`src/rtl/rom_streamer.sv`:
```
// Streams ROM words [base..last] (wrapping) through a 2-deep valid/ready buffer; first word valid 2 clocks after start, holds under backpressure.
// Optional ROM_STREAMER_ABORT_EN adds abort_i, which flushes a run back to IDLE without a done_o pulse.
module rom_streamer #(
  parameter int DATA_WIDTH = 8,
  parameter int ADDR_WIDTH = 8
) (
  input  logic                  clk_i,
  input  logic                  rst_n_i,
  input  logic                  start_i,
  input  logic [ADDR_WIDTH-1:0] base_addr_i,
  input  logic [ADDR_WIDTH-1:0] last_addr_i,
`ifdef ROM_STREAMER_ABORT_EN
  input  logic                  abort_i,
`endif
  output logic [ADDR_WIDTH-1:0] rom_addr_o,
  input  logic [DATA_WIDTH-1:0] rom_data_i,
  output logic [DATA_WIDTH-1:0] m_data_o,
  output logic                  m_valid_o,
  input  logic                  m_ready_i,
  output logic                  m_last_o,
  output logic                  busy_o,
  output logic                  done_o
);

  typedef enum logic [1:0] {IDLE, RUN, DRAIN} state_t;

  state_t                state_q, state_d;
  logic [ADDR_WIDTH-1:0] addr_q, addr_d;
  logic [ADDR_WIDTH-1:0] last_q, last_d;
  logic                  infl_q, infl_d;
  logic                  infl_last_q, infl_last_d;
  logic [1:0]            cnt_q, cnt_d;
  logic [DATA_WIDTH-1:0] buf_dat_q [2];
  logic [DATA_WIDTH-1:0] buf_dat_d [2];
  logic                  buf_last_q [2];
  logic                  buf_last_d [2];
  logic                  done_q, done_d;
  logic                  abort_w;
  logic                  pop;
  logic [2:0]            occ;

`ifdef ROM_STREAMER_ABORT_EN
  assign abort_w = abort_i;
`else
  assign abort_w = 1'b0;
`endif

  assign m_valid_o  = (cnt_q != 2'd0);
  assign m_data_o   = buf_dat_q[0];
  assign m_last_o   = buf_last_q[0] & m_valid_o;
  assign rom_addr_o = addr_q;
  assign busy_o     = (state_q != IDLE);
  assign done_o     = done_q;
  assign pop        = m_valid_o & m_ready_i;
  // Words already owed to the buffer after this cycle's pop; a new read only fits below 2.
  assign occ        = 3'(cnt_q) + 3'(infl_q) - 3'(pop);

  always_comb begin
    state_d     = state_q;
    addr_d      = addr_q;
    last_d      = last_q;
    infl_d      = 1'b0;
    infl_last_d = 1'b0;
    cnt_d       = cnt_q;
    buf_dat_d   = buf_dat_q;
    buf_last_d  = buf_last_q;
    done_d      = 1'b0;

    if (pop) begin
      buf_dat_d[0]  = buf_dat_q[1];
      buf_last_d[0] = buf_last_q[1];
      cnt_d         = cnt_q - 2'd1;
    end
    if (infl_q) begin
      if (cnt_d == 2'd0) begin
        buf_dat_d[0]  = rom_data_i;
        buf_last_d[0] = infl_last_q;
      end else begin
        buf_dat_d[1]  = rom_data_i;
        buf_last_d[1] = infl_last_q;
      end
      cnt_d = cnt_d + 2'd1;
    end

    case (state_q)
      IDLE: begin
        if (start_i) begin
          addr_d  = base_addr_i;
          last_d  = last_addr_i;
          state_d = RUN;
        end
      end
      RUN: begin
        // The ROM samples addr_q on this edge; the word lands in the buffer one edge later.
        if (occ < 3'd2) begin
          infl_d      = 1'b1;
          infl_last_d = (addr_q == last_q);
          if (addr_q == last_q) state_d = DRAIN;
          else                  addr_d  = addr_q + 1'b1;
        end
      end
      DRAIN: begin
        if (cnt_d == 2'd0 && !infl_q) begin
          done_d  = 1'b1;
          state_d = IDLE;
        end
      end
      default: state_d = IDLE;
    endcase

    if (abort_w && state_q != IDLE) begin
      state_d     = IDLE;
      cnt_d       = 2'd0;
      infl_d      = 1'b0;
      infl_last_d = 1'b0;
      done_d      = 1'b0;
    end
  end

  always_ff @(posedge clk_i or negedge rst_n_i) begin
    if (!rst_n_i) begin
      state_q     <= IDLE;
      addr_q      <= '0;
      last_q      <= '0;
      infl_q      <= 1'b0;
      infl_last_q <= 1'b0;
      cnt_q       <= 2'd0;
      buf_dat_q   <= '{default: '0};
      buf_last_q  <= '{default: 1'b0};
      done_q      <= 1'b0;
    end else begin
      state_q     <= state_d;
      addr_q      <= addr_d;
      last_q      <= last_d;
      infl_q      <= infl_d;
      infl_last_q <= infl_last_d;
      cnt_q       <= cnt_d;
      buf_dat_q   <= buf_dat_d;
      buf_last_q  <= buf_last_d;
      done_q      <= done_d;
    end
  end

endmodule

```
`config.mk`:
```
export PLATFORM = sky130hd
export DESIGN_NAME = rom_streamer
export DESIGN_NICKNAME = d
export VERILOG_FILES = /design/src/rtl/rom_streamer.sv
export SDC_FILE = /design/constraint.sdc
export NUM_CORES = 1
export LEC_CHECK = 0
export ABC_AREA = 1
export BUFFER_PORTS_ARGS = -buffer_cell sky130_fd_sc_hd__buf_2
export CAP_MARGIN = 20
export CORE_ASPECT_RATIO = 1.1
export CORE_MARGIN = 2
export CORE_UTILIZATION = 58
export CTS_CLUSTER_DIAMETER = 120
export DETAILED_ROUTE_END_ITERATION = 7
export PLACE_DENSITY = 0.89
export SYNTH_ARGS = -nofsm -noshare
export SYNTH_HDL_FRONTEND = slang
export SYNTH_SLANG_ARGS = --single-unit
```
`constraint.sdc`:
```
create_clock -name clk_i -period 4.4 [get_ports clk_i]
set_clock_uncertainty 0.1 [all_clocks]
set_input_delay 0.44 -clock clk_i [delete_from_list [all_inputs] [get_ports clk_i]]
set_output_delay 0.44 -clock clk_i [all_outputs]
set_load 0.05 [all_outputs]
```
; Word-level counts from Yosys, hierarchy flattened
; Cells that the tools add are included.
[totals]
register_bits = 41
out_inout_bits = 20
elab_cells = 65
[op_classes]
n_mux = 25
add_sub_neg = 5
bitwise = 3
order_cmp = 1
reduce_logical = 12
n_eq_ne = 8
[ops]
columns = operator, count
row1 = $mux 8, 6
row2 = $mux 16, 1
row3 = $pmux 8 s2, 1
row4 = $mux 2, 7
row5 = $ne 2x2->1 const B, 5
row6 = $mux 1, 9
row7 = $add 8x1->8 const B, 1
row8 = $eq 8x8->1, 1
row9 = $reduce_and 4->1, 2
row10 = $logic_not 2->1, 3
row11 = $pmux 2 s3, 1
row12 = $reduce_bool 2->1, 3
row13 = $reduce_and 2->1, 2
row14 = $add 2x1->3, 1
row15 = $lt 3x2->1 const B, 1
row16 = $sub 3x1->3, 1
row17 = $add 2x1->2 const B, 1
row18 = $and 1x1->1, 2
row19 = $eq 2x1->1 const B, 1
row20 = $eq 2x2->1 const B, 1
row21 = $sub 2x1->2 const B, 1
row22 = $logic_and 1x1->1, 1
row23 = $logic_not 1->1, 1
row24 = $not 1->1, 1

; Longest topological paths before layout
; Gate-level depths: netlist of run 1.
[logic_depth]
word_depth = 9
ltp_mapped = 18
depth_no_buf = 17

; Least setup slack after synthesis of run 1
; OpenSTA, ideal clock, no wires.
[synth_path]
path_kind = reg-to-reg
start = register cnt_q[1]
end = register addr_q[0] (netlist: rom_addr_o[0])
path_slack_ns = 1.173
stages_incl_launch_ff = 17
t_arrival_ns = 3.007
t_required_ns = 4.180
setup_ns = 0.120
synth_period_minus_slack_ns = 3.227
cell_sequence = dfrtp_1 > inv_1 > ha_1 > inv_1 > nand2_1 > buf_2 > clkinv_1 > ha_1 > inv_1 > ha_1 > inv_1 > fa_1 > nand3_1 > o21ai_4 > nand2_4 > nand2_1 > nand2_1
[synth_via]
elab_chain_len = 6
elab_cells_between_ends = 7
cone_classes = add/sub (2) / order compare (1) / eq/ne (1) / bitwise (1) / reduce/logical (2)
[synth_lines]
columns = item, line
row1 = start: declaration, 32  ; logic [1:0] cnt_q, cnt_d;
row2 = start signal: assignment, 137  ; cnt_q <= cnt_d;
row3 = $reduce_bool 2->1, 48  ; assign m_valid_o = (cnt_q != 2'd0);
row4 = net m_valid_o, 18  ; output logic m_valid_o,
row5 = $and 1x1->1, 54  ; assign pop = m_valid_o & m_ready_i;
row6 = $sub 3x1->3, 56  ; assign occ = 3'(cnt_q) + 3'(infl_q) - 3'(pop);
row7 = $lt 3x2->1, 95  ; if (occ < 3'd2) begin
row8 = $ne 2x2->1 (no line), n/a
row9 = $reduce_and 4->1 (no line), n/a
row10 = end signal: assignment, 133  ; addr_q <= addr_d;
row11 = end: declaration, 28  ; logic [ADDR_WIDTH-1:0] addr_q, addr_d;
; The timed path passes the listed nets, and every way through them passes these cells.
; A chain may end at the register's enable or synchronous reset.

; Final worst setup path of run 1
[layout_path]
start = register cnt_q[1]
end = register addr_q[0] (netlist: rom_addr_o[0])
[layout_via]
elab_chain_len = 6
elab_cells_between_ends = 7
cone_classes = add/sub (2) / order compare (1) / eq/ne (1) / bitwise (1) / reduce/logical (2)
[layout_lines]
columns = item, line
row1 = branches (longest 2 deep; another with $add 2x1->3), n/a
row2 = $sub 3x1->3 (*), 56
row3 = $lt 3x2->1 (*), 95
row4 = $ne 2x2->1 (no line) (*), n/a
row5 = $reduce_and 4->1 (no line) (*), n/a
; Mark *: on every way between the ends.

==> results of run 1 <==
layout make-up:
type	instances	area (sq um)
clock buffers	6	72.6
fillers	305	1150
flip-flops and latches	41	1030
inverters	41	154
repair buffers	47	235
well taps	50	62.6
clock inverters	2	10.0
multi-input cells	202	1000
power groups by stage:
stage	Combinational [uW]	Clock [uW]	Sequential [uW]
after floorplan	875	0	751
after global placement	1090	0	683
after detailed placement	1140	0	689
after CTS	1140	248	684
after global routing	1270	263	707
final	1140	241	686
per-stage QoR:
step / hold slack (ns) / cells / setup WS [ns] / power, uW / cell area, sq um
after floorplan: 0.0444 / 299 / 1.17 / 1630 / 2270
after global placement: 0.372 / 381 / 1.11 / 1770 / 2480
after detailed placement: 0.385 / 381 / 0.948 / 1830 / 2480
after CTS: 0.194 / 389 / 0.929 / 2080 / 2560
after global routing: 0.246 / 389 / 0.573 / 2240 / 2560
final: 0.164 / 389 / 0.910 / 2070 / 2560
metal layers:
metal  share of wire  wire length (um)  vias to the layer above
li1                -                 -                     1013
met1            0.41              2010                      931
met2            0.51              2480                       59
met3           0.065               315                       10
met4           0.015                74                        0
met5               0                 0                        -
flip-flops by register name (all words and copies together) (netlist names):
signal,cells
buf_last_q,2
infl_q,1
last_q,8
cnt_q,2
buf_dat_q,8
done_o,1
m_data_o,8
rom_addr_o,8
infl_last_q,1
state_q,2
worst min path at each step:
stage	start	to	slack, ns
2_1_floorplan	rst_n_i	buf_dat_q[0]$_DFFE_PN0P_	0.04
3_3_place_gp	buf_dat_q[7]$_DFFE_PN0P_	buf_dat_q[7]$_DFFE_PN0P_	0.37
3_5_place_dp	buf_last_q[0]$_DFFE_PN0P_	buf_last_q[0]$_DFFE_PN0P_	0.38
4_1_cts	rst_n_i	state_q[0]$_DFFE_PN0P_	0.19
5_1_grt	rst_n_i	state_q[1]$_DFFE_PN0P_	0.25
6_report	rst_n_i	buf_dat_q[0]$_DFFE_PN0P_	0.16
synth_stat cells, drive strengths merged:
library cell  number
nand3b             1
nor3               2
o21ai             24
clkinv             1
xnor2              3
inv               40
mux2               1
fa                 1
nor2              30
nand3             21
clkbuf             2
xor2               1
or2                1
nand4              2
buf               13
o22ai              9
a21oi              8
dfrtp             41
ha                 5
nand2             93
cells by family after synthesis:
family          Yosys count  share of synthesized area
simple gates            150                      0.283
buf+inv                  56                      0.108
compound gates           41                      0.100
flops                    41                      0.452
fa+ha+maj                 6                     0.0363
xor+xnor                  4                     0.0154
mux                       1                    0.00496
critical path, delay by kind of cell, from the launching register on:
kind | cells | cell delay, ns
compound gates | 1 | 0.36
simple gates | 5 | 0.75
buf+inv | 5 | 0.60
fa+ha+maj | 4 | 1.16
flops | 1 | 0.42
==> impl_metrics.csv, run 1 <==
group,metric,value,unit
run_status,status,"completed",
route,vias_per_cell,5.17,
sta,setup_viol,0,
sta,min_period,3.49,ns
synth,ys_ff_latch,41,
finish,final_cell_mix,"nand2_1, buf_2, dfrtp_1",
sta,fin_tns_setup,0,ns
synth,yosys.area.top_type,"dfrtp_1",
route,wl,4.88,mm
finish,nNetsFinal,372,
synth,ys_seq_area_frac,0.452,
global_routing,grt_max_degree,42,
critical_path,setup.worst_path.end,"rom_addr_o[0]$_DFFE_PN0P_",
clock_network,cts_tree,"built",
clock_network,h-tree-depth,2,
power,p_sw_frac,0.518,
critical_path,cp_common_cell,"inv_1",
power,ir_drop,0.000433,V
synth,avgSynthCellArea,7.60,sq um
place,port_buffers,47,
route,wire_per_inst,12.5,um
floorplanning,ios,48,
floorplanning,initial_core_util,0.612,
synth,synth.top_cell.area_share,0.452,
sta,finalMaxSlewViolations,0,
power,seq_power_share,0.331,
power,p_per_area,810,nW/um^2
clock_network,root_buffer,"clkbuf_8",
floorplanning,die_x,63.7,um
critical_path,cp_slowest_cell,"fa_1",
critical_path,criticalPathCategory,"reg2reg",
clock_network,clock-sinks,41,
run,cap_violations,0,
floorplanning,dieHeight,69.6,um
place,place_congestion,0.879,
clock_network,hold_buffers,0,
synth,syn_nets,333,
sta,hold_viol,0,
finish,layout_commonest_cell,"nand2_1",
global_routing,top_usage_layer,"met2",
synth,yosysUniqueCellTypes,30,
floorplanning,core,3710,sq um
route,ant_nets,0,
finish,areaGrowthSynthToFinish,12.7,%
clock_network,clk_pin_slew_worst_paths,0.08,ns
global_routing,use_met3,0.0682,
power,clkPwrFrac,0.117,
critical_path,startpoint_type,"flip-flop",
critical_path,r2r_slack,0.91,ns
critical_path,crit_chain,"inv_1 > ha_1 > inv_1 > nand2_1 > clkinv_1 > ha_1 > inv_1 > ha_1 > inv_1 > fa_1 > nand3_1 > o21ai_4 > nand2_4 > nand2_1 > nand2_1",
critical_path,critPathMaxFanout,11,
power,p_leak,0.00139,uW
sta,rsz0062_at_grt,"no",
route,num_vias,2013,
critical_path,cp-end-kind,"flip-flop",
clock_network,postCtsSetupBuffers,0,
global_routing,met1_usage,0.281,
sta,worst_pin_slew,0.893,ns
critical_path,max_stage_delay,0.48,ns
place,hpwlAfterDp,3.50,mm
synth,syn_area,2270,sq um
critical_path,cp-startpoint,"cnt_q[1]$_DFF_PN0_",
critical_path,required,4.49,ns
global_routing,grt_pass1_wl,8.24,mm
sta,slew_headroom,0.405,
sta,clock.fmax,287,MHz
global_routing,grtUsageMet2,0.406,
finish,antenna_cells,0,
critical_path,reg2reg_depth,15,
clock_network,numCtsBuffers,5,
route,first_pass_iters,4,
critical_path,r2r-end,"rom_addr_o[0]$_DFFE_PN0P_",
clock_network,ctsResizeCount,0,
floorplanning,fp.dieArea,4430,sq um
global_routing,grt_overflow_total,0,
critical_path,crit_arrival,3.58,ns
clock_network,clk_latency,0.30,ns
power,pwr-share-comb,0.552,
finish,layout-drive-gt1-share,0.198,
finish,post-route-util,0.690,
worst_hold_path,hold_path.class,"in2async",
floorplanning,fp-row-count,23,
power,p_switching,1070,uW
route,drc_errors,0,
clock_network,cts_buffer_depth,2,
critical_path,r2r_start,"cnt_q[1]$_DFF_PN0_",
power,p_int,1000,uW
global_routing,antenna_found_initial,0,
synth,yosys_warnings,0,
global_routing,grt_pass1_vias,1882,
synth,synth_area_leaders,"dfrtp_1, nand2_1, inv_1",
route,drt_iter0_markers,138,
sta,min_period_over_period,0.793,
synth,syn_inst,299,
global_routing,grtUsageTotal,0.239,
(Power assumes the default switching activity.)
==> run 2, diff against run 1 <==
Settings changed: CORE_UTILIZATION 58 to 49, PLACE_DENSITY 0.89 to 0.81.
Clock period 4.4 ns to 3 ns, I/O delays scaled along.
==> run 2 against run 1 <==
Effect of this change:
- routed wire length shrank 1.5%
- power grew 60%
- first-iteration DRC count down 29%
- final cell count is 1.8% higher
- critical path depth stayed put
- sequential share of layout area shrank 1.8 points
- hold slack got worse by 0.13 ns
- register-to-register slack worse by 0.70 ns
- global-route usage shrank 3.9 points
- fmax grew 25%
- final area increased by 4.7%
- sequential power up 46%
- highest routed layer unchanged
==> impl_metrics.csv, run 2 (synthesized netlist as in run 1, its figures left out) <==
group,metric,value,unit
sta,finalMaxSlewViolations,0,
place,port_buffers,47,
clock_network,root_buffer,"clkbuf_8",
sta,setup_viol,0,
route,wl,4.81,mm
clock_network,numCtsBuffers,5,
global_routing,grtUsageTotal,0.200,
critical_path,crit_arrival,2.92,ns
run,cap_violations,0,
sta,clock.fmax,358,MHz
critical_path,required,3.13,ns
critical_path,critPathMaxFanout,10,
critical_path,cp-end-kind,"flip-flop",
clock_network,hold_buffers,0,
finish,areaGrowthSynthToFinish,18.0,%
place,dpl-instance-area,2530,sq um
clock_network,postCtsSetupBuffers,0,
clock_network,cts_buffer_depth,2,
global_routing,antenna_found_initial,0,
floorplanning,dieHeight,75.4,um
sta,min_period,2.79,ns
floorplanning,initial_core_util,0.519,
place,place_congestion,0.911,
sta,slew_headroom,0.393,
sta,min_period_over_period,0.930,
power,p_leak,0.00143,uW
route,drc_errors,0,
clock_network,clk_latency,0.29,ns
place,dp_slack,0.148,ns
finish,layout_commonest_cell,"nand2_1",
route,num_vias,2023,
global_routing,grt_pass1_wl,7.84,mm
global_routing,grt_overflow_total,0,
finish,nNetsFinal,375,
critical_path,criticalPathCategory,"reg2reg",
finish,antenna_cells,0,
floorplanning,fp-row-count,25,
floorplanning,core,4380,sq um
critical_path,cp-startpoint,"cnt_q[0]$_DFF_PN0_",
power,p_per_area,1230,nW/um^2
global_routing,grt_pass1_vias,1737,
route,vias_per_cell,5.11,
worst_hold_path,hold_path.class,"in2async",
sta,rsz0062_at_grt,"no",
sta,hold_viol,0,
route,wire_per_inst,12.1,um
clock_network,ctsResizeCount,0,
clock_network,h-tree-depth,2,
sta,worst_pin_slew,0.910,ns
sta,fin_tns_setup,0,ns
run_status,status,"completed",
clock_network,clock-sinks,41,
route,first_pass_iters,4,
floorplanning,die_x,68.9,um
route,drt_iter0_markers,98,
finish,final_cell_mix,"nand2_1, buf_2, dfrtp_1",
finish,layout-drive-gt1-share,0.228,
route,ant_nets,0,
floorplanning,ios,48,
finish,final_area,2680,sq um
clock_network,cts_tree,"built",
power,ir_drop,0.000692,V
critical_path,r2r_start,"cnt_q[0]$_DFF_PN0_",
clock_network,clk_pin_slew_worst_paths,0.09,ns
critical_path,startpoint_type,"flip-flop",
global_routing,grt_max_degree,42,
place,hpwlAfterDp,3.39,mm
sta,hold_ws,0.0343,ns
sta,timing.final.ws_setup,0.209,ns
floorplanning,fp.dieArea,5200,sq um
==> run 2: worst paths after layout <==
path	to	slack, ns	cells past startpoint
worst max-delay path	rom_addr_o[7]$_DFFE_PN0P_	0.21	15
worst min-delay path	m_data_o[7]$_DFF_PN0_	0.03	1
worst max register to register	rom_addr_o[7]$_DFFE_PN0P_	0.21	15
worst min register to register	buf_dat_q[2]$_DFFE_PN0P_	0.39	2
max in group asynchronous	infl_last_q$_DFF_PN0_	2.20	1
min in group clk_i	last_q[2]$_DFFE_PN0P_	0.14	2
==> run 2: metrics by stage <==
step	instances	power, uW	util
after global routing	396	3580	0.612
final	396	3310	0.612
after floorplan	299	2440	-
after CTS	394	3280	0.609
after global placement	386	2680	0.578
after detailed placement	386	2750	0.578
==> run 2: area by class of cell <==
class / instances / area [sq um]
clock buffers: 5 / 68.8
clock inverters: 3 / 65.1
fillers: 384 / 1700
inverters: 41 / 163
multi-input cells: 202 / 1030
flip-flops and latches: 41 / 1030
well taps: 54 / 67.6
repair buffers: 50 / 258
==> run 2: worst max-delay path, cell delays in order (launching register included) <==
cell	delay, ns
dfrtp_1	0.37
inv_1	0.14
ha_4	0.17
clkinvlp_4	0.09
nand2_2	0.11
clkinv_4	0.09
ha_4	0.22
inv_1	0.05
ha_1	0.12
inv_1	0.05
fa_1	0.50
nand3_2	0.14
o21ai_4	0.26
buf_4	0.17
nand3_1	0.08
nand2_1	0.08
==> run 2: power by group <==
group	internal [uW]	switching [uW]
registers	798	207
logic	576	1200
clock network	331	199
==> run 2: metal layers <==
metal  routed length (um)  global-route usage  vias to the layer above  share of wire
li1                     -                   -                     1025              -
met4                   46              0.0349                        0         0.0096
met3                  307              0.0458                        5          0.064
met2                 2340               0.343                       67           0.49
met1                 2120               0.262                      926           0.44
met5                    0                   0                        -              0
==> run 3, diff against run 2 <==
Settings changed: CORE_ASPECT_RATIO 1.1 to 0.8, CORE_UTILIZATION 49 to 58, PLACE_DENSITY 0.81 to 0.89, SETUP_SLACK_MARGIN set to 0.3.
Clock period 3 ns to 3.25 ns, I/O delays scaled along.
==> run 3 against run 2 <==
Effect of this change:
- clock power down 21%
- combinational power about the same
- worst setup slack better by 0.23 ns
- utilization up 11 points
- final area up 1.9%
- flip-flop and latch count unchanged
- via count down 0.30%
- routed wire length up 5.7%
- first-iteration DRC count up 71%
- sequential power down 7%
- register-to-register slack better by 0.23 ns
- largest cell class unchanged
==> impl_metrics.csv, run 3 (synthesized netlist as in run 1, its figures left out) <==
group,metric,value,unit
clock_network,clock-sinks,41,
finish,layout_commonest_cell,"nand2_1",
finish,antenna_cells,0,
floorplanning,initial_core_util,0.601,
finish,fillers,283,
place,port_buffers,47,
global_routing,grt_pass1_vias,1780,
route,vias_per_cell,5.04,
power,p_leak,0.00144,uW
route,drc_errors,0,
critical_path,criticalPathCategory,"reg2reg",
critical_path,startpoint_type,"flip-flop",
global_routing,grt_max_degree,42,
route,num_vias,2017,
floorplanning,core,3780,sq um
floorplanning,fp-row-count,20,
run,cap_violations,0,
global_routing,grt_overflow_total,0,
critical_path,r2r-end,"rom_addr_o[6]$_DFFE_PN0P_",
finish,nNetsFinal,378,
finish,final_cell_mix,"nand2_1, buf_2, dfrtp_1",
route,ant_nets,0,
critical_path,cp-end-kind,"flip-flop",
critical_path,r2r_start,"cnt_q[1]$_DFF_PN0_",
sta,min_period,2.81,ns
sta,clock.fmax,356,MHz
place,place_congestion,0.908,
route,first_pass_iters,4,
power,seq_power_share,0.297,
route,drt_iter0_markers,168,
critical_path,required,3.39,ns
place,hpwlAfterDp,3.44,mm
power,clkPwrFrac,0.133,
sta,setup_viol,0,
floorplanning,die_x,74.0,um
power,ir_drop,0.000550,V
power,p_int,1580,uW
sta,slew_headroom,0.416,
critical_path,r2r_slack,0.44,ns
power,p_per_area,1150,nW/um^2
global_routing,grt_pass1_wl,8.05,mm
critical_path,crit_arrival,2.95,ns
clock_network,clk_latency,0.30,ns
global_routing,grtUsageTotal,0.244,
sta,worst_pin_slew,0.876,ns
floorplanning,dieHeight,60.0,um
power,p_sw_frac,0.497,
global_routing,antenna_found_initial,0,
sta,finalMaxSlewViolations,0,
sta,hold_ws,0.0317,ns
clock_network,h-tree-depth,2,
run_status,status,"completed",
clock_network,numCtsBuffers,5,
critical_path,setup.worst_path.end,"rom_addr_o[6]$_DFFE_PN0P_",
finish,areaGrowthSynthToFinish,20.2,%
sta,hold_viol,0,
clock_network,cts_buffer_depth,2,
sta,min_period_over_period,0.865,
worst_hold_path,hold_path.class,"in2async",
route,wl,5.08,mm
critical_path,reg2reg_depth,15,
clock_network,cts_tree,"built",
finish,layout-drive-gt1-share,0.246,
power,pwr-share-comb,0.570,
floorplanning,ios,48,
sta,rsz0062_at_grt,"no",
power,p_switching,1560,uW
clock_network,root_buffer,"clkbuf_8",
route,wire_per_inst,12.7,um
clock_network,clk_pin_slew_worst_paths,0.08,ns
floorplanning,fp.dieArea,4440,sq um
critical_path,critPathMaxFanout,10,
sta,fin_tns_setup,0,ns
critical_path,cp-startpoint,"cnt_q[1]$_DFF_PN0_",
clock_network,hold_buffers,0,
==> run 3: how the worst min path moves through the flow <==
| stage | slack, ns | end | start |
|---|---|---|---|
| finish | 0.03 | buf_dat_q[6]$_DFFE_PN0P_ | rst_n_i |
| detailed placement | 0.38 | buf_dat_q[3]$_DFFE_PN0P_ | buf_dat_q[3]$_DFFE_PN0P_ |
| CTS | 0.06 | last_q[1]$_DFFE_PN0P_ | rst_n_i |
| floorplan | -0.07 | buf_dat_q[0]$_DFFE_PN0P_ | rst_n_i |
| global placement | 0.37 | buf_dat_q[2]$_DFFE_PN0P_ | buf_dat_q[2]$_DFFE_PN0P_ |
| global route | 0.11 | buf_dat_q[7]$_DFFE_PN0P_ | rst_n_i |
==> run 3: per-stage QoR <==
step,total power (uW),util,cell area (sq um),setup slack [ns],instances
finish,3150,0.723,2730,0.440,400
global route,3390,0.723,2730,0.316,400
CTS,3060,0.709,2680,0.328,396
detailed placement,2550,0.672,2540,0.269,386
global placement,2480,0.672,2540,0.372,386
floorplan,2280,-,2330,0.272,299
==> run 3: layer usage <==
metal	global-route usage	vias up	share of wire
met1	0.355	919	0.45
met4	0.0909	0	0.016
met3	0.0523	9	0.062
met2	0.361	66	0.47
met5	0	-	0
li1	-	1023	-
==> run 3: power by group through the flow <==
stage | clock network [uW] | logic, uW | registers [uW]
final | 420 | 1790 | 934
after global routing | 446 | 1980 | 958
after CTS | 422 | 1710 | 931
after detailed placement | 0 | 1610 | 935
after global placement | 0 | 1560 | 926
after floorplan | 0 | 1260 | 1020
==> run 3: area by class of cell <==
| class | instances | area [sq um] | share of cell area |
|---|---|---|---|
| clock buffer | 5 | 68.8 | 0.0252 |
| clock inverter | 3 | 46.3 | 0.0169 |
| inverter | 41 | 163 | 0.0596 |
| multi-input combinational | 202 | 1070 | 0.390 |
| sequential | 41 | 1030 | 0.376 |
| tap | 55 | 68.8 | 0.0252 |
| timing repair buffer | 53 | 293 | 0.107 |
==> run 3: critical path, stage by stage (launching register included) <==
cell,delay (ns)
dfrtp_1,0.42
inv_2,0.10
ha_4,0.15
clkinvlp_4,0.13
nand2_8,0.10
clkinv_4,0.09
ha_4,0.23
inv_2,0.06
ha_4,0.11
inv_2,0.03
fa_1,0.53
nand3_4,0.12
o21ai_4,0.26
buf_4,0.17
nand3_1,0.08
nand2_1,0.08
==> run 3: repair_timing <==
| item | CTS | global route |
|---|---|---|
| endpoints found under the setup margin | 8 | 8 |
| gates cloned | 0 | 0 |
| gates resized for setup | 0 | 4 |
| setup buffers | 2 | 4 |
| pin swaps | 1 | 2 |
